$ cat config.mk
export PLATFORM = sky130hd
export DESIGN_NAME = mmap_voice_regs
export DESIGN_NICKNAME = d
export VERILOG_FILES = /design/src/rtl/mmap_voice_regs.sv
export SDC_FILE = /design/constraint.sdc
export NUM_CORES = 1
export LEC_CHECK = 0
export ABC_AREA = 0
export BUFFER_PORTS_ARGS = -buffer_cell sky130_fd_sc_hd__buf_2
export CAP_MARGIN = 20
export CORE_MARGIN = 2
export CORE_UTILIZATION = 55
export DETAILED_ROUTE_END_ITERATION = 12
export PLACE_DENSITY = 0.8
export SLEW_MARGIN = 5
export SYNTH_ARGS = -nofsm -noshare
export SYNTH_HDL_FRONTEND = slang
export SYNTH_SLANG_ARGS = --single-unit
$ cat constraint.sdc
create_clock -name clk_i -period 3.1 [get_ports clk_i]
set_clock_uncertainty 0.05 [all_clocks]
set_input_delay 0.31 -clock clk_i [delete_from_list [all_inputs] [get_ports clk_i]]
set_output_delay 0.31 -clock clk_i [all_outputs]
set_load 0.01 [all_outputs]
$ cat src/rtl/mmap_voice_regs.sv
// Memory-mapped control block for NUM_VOICES synth voices: note registers, per-voice lifecycle FSMs,
// registered command pulses and cycle/instruction counters. Define MMAP_VOICE_IRQ_EN for the finished-voice irq.
module mmap_voice_regs #(
  parameter int          NUM_VOICES   = 4,
  parameter logic [15:0] VOICE_BASE   = 16'h1000,
  parameter logic [15:0] VOICE_STRIDE = 16'h0020,
  parameter int          FCW_WIDTH    = 24,
  parameter int          SHIFT_WIDTH  = 5
) (
  input  logic                            clk_i,
  input  logic                            rst_i,
  input  logic                            en_i,
  input  logic [15:0]                     addr_i,
  input  logic [2:0]                      mmap_sel_i,
  input  logic [31:0]                     data_i,
  output logic [31:0]                     dout_o,
  output logic [NUM_VOICES*FCW_WIDTH-1:0] fcw_o,
  output logic [NUM_VOICES-1:0]           note_start_o,
  output logic [NUM_VOICES-1:0]           note_release_o,
  output logic [NUM_VOICES-1:0]           note_reset_o,
  input  logic [NUM_VOICES-1:0]           note_finished_i,
  output logic [SHIFT_WIDTH-1:0]          sine_shift_o,
  output logic [SHIFT_WIDTH-1:0]          square_shift_o,
  output logic [SHIFT_WIDTH-1:0]          triangle_shift_o,
  output logic [SHIFT_WIDTH-1:0]          sawtooth_shift_o,
  output logic [SHIFT_WIDTH-1:0]          global_gain_o,
  output logic                            irq_o
);

  localparam int STRIDE_LG = $clog2(VOICE_STRIDE);
  localparam logic [2:0] SEL_LOAD = 3'd1, SEL_STORE = 3'd2, SEL_BUBBLE = 3'd6;

  // state | meaning: IDLE 0 silent | ACTIVE 1 playing | RELEASED 2 waiting note_finished | FINISHED 3 done
  typedef enum logic [1:0] {IDLE = 2'd0, ACTIVE = 2'd1, RELEASED = 2'd2, FINISHED = 2'd3} voice_state_e;

  logic ld, st, in_voice, cnt_clr;
  logic [15:0] voff, woff;
  logic [2:0]  vsel;
  logic [NUM_VOICES-1:0] hit, cmd_rst, cmd_start, cmd_rel, ld_fin, act;

  voice_state_e state_q [NUM_VOICES];
  voice_state_e state_d [NUM_VOICES];
  logic [NUM_VOICES-1:0][FCW_WIDTH-1:0] fcw_q, fcw_d;
  logic [NUM_VOICES-1:0] start_q, start_d, release_q, release_d, reset_q, reset_d;
  logic [SHIFT_WIDTH-1:0] sine_q, sine_d, square_q, square_d, tri_q, tri_d, saw_q, saw_d, gain_q, gain_d;
  logic [31:0] cyc_q, cyc_d, instr_q, instr_d, dout_q, dout_d, rdata;
  logic unused_bits;

  assign unused_bits = ^data_i;
  assign ld = en_i && (mmap_sel_i == SEL_LOAD);
  assign st = en_i && (mmap_sel_i == SEL_STORE);
  assign cnt_clr = st && (addr_i == 16'h0018);

  always_comb begin
    voff     = addr_i - VOICE_BASE;
    woff     = voff & (VOICE_STRIDE - 16'd1);
    vsel     = voff[STRIDE_LG +: 3];
    in_voice = (addr_i >= VOICE_BASE) && ((voff >> STRIDE_LG) < 16'(NUM_VOICES));
    for (int v = 0; v < NUM_VOICES; v++) begin
      hit[v]       = in_voice && (vsel == 3'(v));
      cmd_rst[v]   = st && ((addr_i == 16'h0100) || (hit[v] && woff == 16'h0010));
      cmd_start[v] = st && hit[v] && (woff == 16'h0004);
      cmd_rel[v]   = st && hit[v] && (woff == 16'h0008);
      ld_fin[v]    = ld && hit[v] && (woff == 16'h000C);
      act[v]       = (state_q[v] == ACTIVE) || (state_q[v] == RELEASED);
    end
  end

  always_comb begin
    fcw_d     = fcw_q;
    start_d   = '0;
    release_d = '0;
    reset_d   = '0;
    for (int v = 0; v < NUM_VOICES; v++) begin
      state_d[v] = state_q[v];
      if (st && hit[v] && woff == 16'h0000) fcw_d[v] = data_i[FCW_WIDTH-1:0];
      if (cmd_rst[v]) begin
        state_d[v] = IDLE;
        reset_d[v] = 1'b1;
      end else if (cmd_start[v]) begin
        state_d[v] = ACTIVE;
        start_d[v] = 1'b1;
      end else if (cmd_rel[v] && state_q[v] == ACTIVE) begin
        state_d[v]   = RELEASED;
        release_d[v] = 1'b1;
      end else if (en_i && state_q[v] == RELEASED && note_finished_i[v]) begin
        state_d[v] = FINISHED;
      end
    end
  end

  always_comb begin
    sine_d   = (st && addr_i == 16'h0200) ? data_i[SHIFT_WIDTH-1:0] : sine_q;
    square_d = (st && addr_i == 16'h0204) ? data_i[SHIFT_WIDTH-1:0] : square_q;
    tri_d    = (st && addr_i == 16'h0208) ? data_i[SHIFT_WIDTH-1:0] : tri_q;
    saw_d    = (st && addr_i == 16'h020C) ? data_i[SHIFT_WIDTH-1:0] : saw_q;
    gain_d   = (st && addr_i == 16'h0104) ? data_i[SHIFT_WIDTH-1:0] : gain_q;
    cyc_d    = cnt_clr ? 32'd0 : cyc_q + 32'd1;
    instr_d  = instr_q;
    if (cnt_clr) instr_d = 32'd0;
    else if (en_i && mmap_sel_i != SEL_BUBBLE) instr_d = instr_q + 32'd1;
  end

`ifdef MMAP_VOICE_IRQ_EN
  logic [NUM_VOICES-1:0] irq_mask_q, irq_mask_d, pend_q, pend_d;
  logic irq_q, irq_d;

  always_comb begin
    irq_mask_d = (st && addr_i == 16'h010C) ? data_i[NUM_VOICES-1:0] : irq_mask_q;
    for (int v = 0; v < NUM_VOICES; v++) begin
      pend_d[v] = pend_q[v];
      // Entry wins over a same-cycle FINISHED load: that load still returns the pre-entry 0.
      if (cmd_rst[v]) pend_d[v] = 1'b0;
      else if (state_d[v] == FINISHED && state_q[v] != FINISHED) pend_d[v] = 1'b1;
      else if (ld_fin[v]) pend_d[v] = 1'b0;
    end
    irq_d = |(pend_d & irq_mask_d);
  end

  always_ff @(posedge clk_i) begin
    if (rst_i) begin
      irq_mask_q <= '0;
      pend_q     <= '0;
      irq_q      <= 1'b0;
    end else begin
      irq_mask_q <= irq_mask_d;
      pend_q     <= pend_d;
      irq_q      <= irq_d;
    end
  end

  assign irq_o = irq_q;
`else
  assign irq_o = 1'b0;
`endif

  always_comb begin
    rdata = '0;
    case (addr_i)
      16'h0010: rdata = cyc_q;
      16'h0014: rdata = instr_q;
      16'h0104: rdata = 32'(gain_q);
      16'h0108: rdata = 32'(act);
`ifdef MMAP_VOICE_IRQ_EN
      16'h010C: rdata = 32'(irq_mask_q);
`endif
      16'h0200: rdata = 32'(sine_q);
      16'h0204: rdata = 32'(square_q);
      16'h0208: rdata = 32'(tri_q);
      16'h020C: rdata = 32'(saw_q);
      default:  rdata = '0;
    endcase
    for (int v = 0; v < NUM_VOICES; v++) begin
      if (hit[v]) begin
        case (woff)
          16'h0000: rdata = 32'(fcw_q[v]);
          16'h000C: rdata = {31'd0, state_q[v] == FINISHED};
          16'h0014: rdata = 32'(state_q[v]);
          default:  rdata = '0;
        endcase
      end
    end
    dout_d = ld ? rdata : dout_q;
  end

  always_ff @(posedge clk_i) begin
    if (rst_i) begin
      for (int v = 0; v < NUM_VOICES; v++) state_q[v] <= IDLE;
      fcw_q     <= '0;
      start_q   <= '0;
      release_q <= '0;
      reset_q   <= '0;
      sine_q    <= '0;
      square_q  <= '0;
      tri_q     <= '0;
      saw_q     <= '0;
      gain_q    <= '0;
      cyc_q     <= '0;
      instr_q   <= '0;
      dout_q    <= '0;
    end else begin
      for (int v = 0; v < NUM_VOICES; v++) state_q[v] <= state_d[v];
      fcw_q     <= fcw_d;
      start_q   <= start_d;
      release_q <= release_d;
      reset_q   <= reset_d;
      sine_q    <= sine_d;
      square_q  <= square_d;
      tri_q     <= tri_d;
      saw_q     <= saw_d;
      gain_q    <= gain_d;
      cyc_q     <= cyc_d;
      instr_q   <= instr_d;
      dout_q    <= dout_d;
    end
  end

  assign dout_o           = dout_q;
  assign fcw_o            = fcw_q;
  assign note_start_o     = start_q;
  assign note_release_o   = release_q;
  assign note_reset_o     = reset_q;
  assign sine_shift_o     = sine_q;
  assign square_shift_o   = square_q;
  assign triangle_shift_o = tri_q;
  assign sawtooth_shift_o = saw_q;
  assign global_gain_o    = gain_q;

endmodule
==> impl_metrics.tcl <==
set metrics [dict create \
    run_status "finished, final reports clean" \
    numCtsBuffers 25 \
    worstMarginPinSlew_ps 633.3 \
    first_global_vias 9788 \
    criticalPathCategory "flop to flop" \
    mostFrequentLayoutCells "nand2_1 (258), dfxtp_1 (237), buf_2 (213)" \
    antenna_found_initial 0 \
    rsz0062_at_grt "no" \
    die-area_um2 20610 \
    synth_nets 1387 \
    tritoncts "built" \
    num_io_pins 224 \
    end_kind "flop" \
    switching_share_pct 23.30 \
    ant_nets 0 \
    die_height_um 143.6 \
    clkPwrFrac_pct 45.3 \
    syn_inst 1315 \
    vias 10740 \
    total_power_w 0.006222 \
    n_fill_cell 1665 \
    postPlaceCellArea_um2 12060 \
    tns_ps 0 \
    holdPathStages 3 \
    final_critical_path_setup_slack_ps 779.0 \
    ys_async_sr_fraction_pct 0 \
    rows 51 \
    ctsLongestPathBuffers 3 \
    crit_required_ps 3460 \
    dr.pass1.iters 6 \
    comb_power_share_pct 5.1 \
    gr-total-overflow 0 \
    fmax_mhz 430.9 \
    synth_seq_area_share_pct 44.29 \
    vias_per_cell 5.984 \
    wl_mm 34.74 \
    crit_path_max_fanout 7 \
    multi_input_area_um2 5543 \
    layout_commonest_cell "nand2_1" \
    vdd_ir_drop_max_v 0.0004514 \
    leakagePower_nw 5.042 \
    p_sw_w 0.001450 \
    synthFlopType "dfxtp_1" \
    track_usage_pct 32.83 \
    core_area_um2 19270 \
    holdPathEnd "fcw_o[37]$_SDFFE_PP0P_" \
    timing.slew.headroom_pct 57.39 \
    fin_nets 1589 \
    yosysWarnings 0 \
    grt_max_degree 65 \
    avgSynthCellArea_um2 8.146 \
    layout_min_cycle_time_ps 2321 \
    start_kind "flop" \
    slew_violations 0 \
    wl_per_cell_um 19.36 \
    post_cts_buffers 0 \
    drc 0 \
    r2r_slack_ps 780 \
    utilization_pct 67.13 \
    r2r-end "instr_q[25]$_SDFFE_PP0P_" \
    finalCritPeriodShare_pct 74.87 \
    min_path_type "input port to flop" \
    syn-cell-area_um2 10710 \
    drtIter0Drc 1388 \
    root_buffer "clkbuf_16" \
    clock-sinks 237 \
    gp_congestion 0.9696 \
    worstPathArrival_ps 2680 \
    p_int_w 0.004772 \
    insertion_delay_ps 530 \
    path_clk_slew_ps 60 \
    synth_edf_count 0 \
    ys_types 66 \
    timing.max_cap.violations 0 \
    grt_pass1_wl_mm 53.45 \
    io_buffers 214 \
    regToRegStartpoint "instr_q[9]$_SDFFE_PP0P_" \
    start_util_pct 55.58 \
    diodes 0 \
    power_density_nw_per_um2 480.9 \
    pwr-share-seq_pct 49.5 \
    hp-start "data_i[13]" \
    ff2ff_path_depth 6 \
    dp_hpwl_mm 24.35 \
    die_w_um 143.6 \
    register_area_um2 4745 \
    ys_seq_elements 237 \
    final_cell_area_um2 12940 \
    htree_levels 1 \
    drive_gt1_share_pct 20.54 \
    area_growth_pct 20.78 \
    finalHoldViolCount 0 \
    finalSetupViolCount 0 \
    pre_cts_slack_ps 398.0 \
]
[kinds of logic (layout without fill, tap and decap cells)]
family,Yosys count,count (layout),share of synthesized area (%)
buf+inv,109,323,4.392
xor+xnor,58,58,4.742
simple gates,591,591,25.53
fa+ha+maj,14,14,1.635
compound gates,277,277,16.58
other cells,1,1,0.03501
mux,28,28,2.792
flops,237,237,44.29
[timing repair]
item | CTS | global route
hold buffers | 13 | 0
resized for setup | 0 | 0
hold endpoints to repair | 24 | 0
[stage by stage]
| stage | std cells | hold slack (ps) |
|---|---|---|
| CTS | 1794 | 0.1503 |
| finish | 1794 | 12.67 |
| detailed placement | 1742 | 409.4 |
| floorplan | 1315 | 396.0 |
| global route | 1794 | 9.996 |
| global placement | 1742 | 399.3 |
[routing by layer]
| layer | wire length [µm] | share of wire [%] | GRT usage (%) |
|---|---|---|---|
| met2 | 15270 | 44 | 49.42 |
| met1 | 14240 | 41 | 46.58 |
| met5 | 0 | 0 | 0 |
| met4 | 1132 | 3.3 | 10.58 |
| met3 | 4089 | 12 | 7.697 |
[power by group through the flow]
| stage | sequential [W] | clock [W] | combinational (W) |
|---|---|---|---|
| 2_1_floorplan | 0.00315 | 0 | 0.000168 |
| 3_3_place_gp | 0.00315 | 0 | 0.000293 |
| 3_5_place_dp | 0.00315 | 0 | 0.000296 |
| 4_1_cts | 0.00308 | 0.00285 | 0.000310 |
| 5_1_grt | 0.00308 | 0.00297 | 0.000342 |
| 6_report | 0.00308 | 0.00282 | 0.000319 |
[Yosys cell counts (3+ instances only)]
library cell / n / area, µm²
nand2_1: 258 / 968.4
dfxtp_1: 237 / 4745
nor2_1: 154 / 578.1
a21oi_1: 145 / 725.7
clkbuf_1: 56 / 210.2
nand3_1: 38 / 190.2
nor3_1: 29 / 145.1
xnor2_1: 29 / 254.0
xor2_1: 29 / 254.0
buf_2: 25 / 125.1
o21ai_0: 23 / 115.1
mux2i_1: 22 / 220.2
a211oi_1: 21 / 157.7
nand4_1: 21 / 131.4
a222oi_1: 20 / 200.2
inv_1: 19 / 71.32
a221oi_1: 18 / 157.7
a221o_1: 16 / 160.2
ha_1: 14 / 175.2
nor4_1: 13 / 81.33
and3_1: 11 / 68.82
a22oi_1: 9 / 67.56
or3_1: 8 / 50.05
nand2b_1: 7 / 43.79
a31oi_1: 6 / 37.54
and4_1: 6 / 52.55
or4_1: 6 / 45.04
a311oi_1: 5 / 43.79
mux2_2: 5 / 56.30
and2_1: 4 / 25.02
buf_1: 4 / 15.01
buf_6: 3 / 33.78
nand3b_1: 3 / 22.52
nor2b_1: 3 / 18.77
nor3_4: 3 / 48.80
nor3b_1: 3 / 22.52
o22ai_1: 3 / 18.77
or4_4: 3 / 33.78
[sequential cells by signal (all words and copies together) (netlist names)]
name              flops
cyc_q                32
note_start_o          4
triangle_shift_o      5
global_gain_o         5
note_reset_o          4
dout_o               32
state_q               8
square_shift_o        5
instr_q              32
note_release_o        4
sine_shift_o          5
sawtooth_shift_o      5
fcw_o                96
[how the worst max path moves through the flow]
stage / startpoint / cells past startpoint / end
2_1_floorplan: addr_i[7] / 7 / note_release_o[0]$_SDFF_PP0_
3_3_place_gp: addr_i[7] / 7 / note_start_o[1]$_SDFF_PP0_
3_5_place_dp: addr_i[7] / 7 / note_start_o[1]$_SDFF_PP0_
4_1_cts: instr_q[9]$_SDFFE_PP0P_ / 6 / instr_q[25]$_SDFFE_PP0P_
5_1_grt: instr_q[9]$_SDFFE_PP0P_ / 6 / instr_q[31]$_SDFFE_PP0P_
6_report: instr_q[9]$_SDFFE_PP0P_ / 6 / instr_q[25]$_SDFFE_PP0P_
[critical path, cell delays in order, from the launching register on]
cell and delay, ps:
dfxtp_1 490, nand4_1 180, or4_1 550, nor4_2 530, nand3_1 170, xor2_1 180
nor2_1 60
[cell type report]
type / instances / share of cell area (%)
Inverter: 19 / 0.5513
Clock buffer: 31 / 5.164
Clock inverter: 8 / 0.5996
Timing Repair Buffer: 265 / 11.61
Multi-Input combinational cell: 969 / 42.84
Sequential cell: 237 / 36.67
Tap cell: 265 / 2.563
Note: power is estimated with default switching activity, not from simulation.
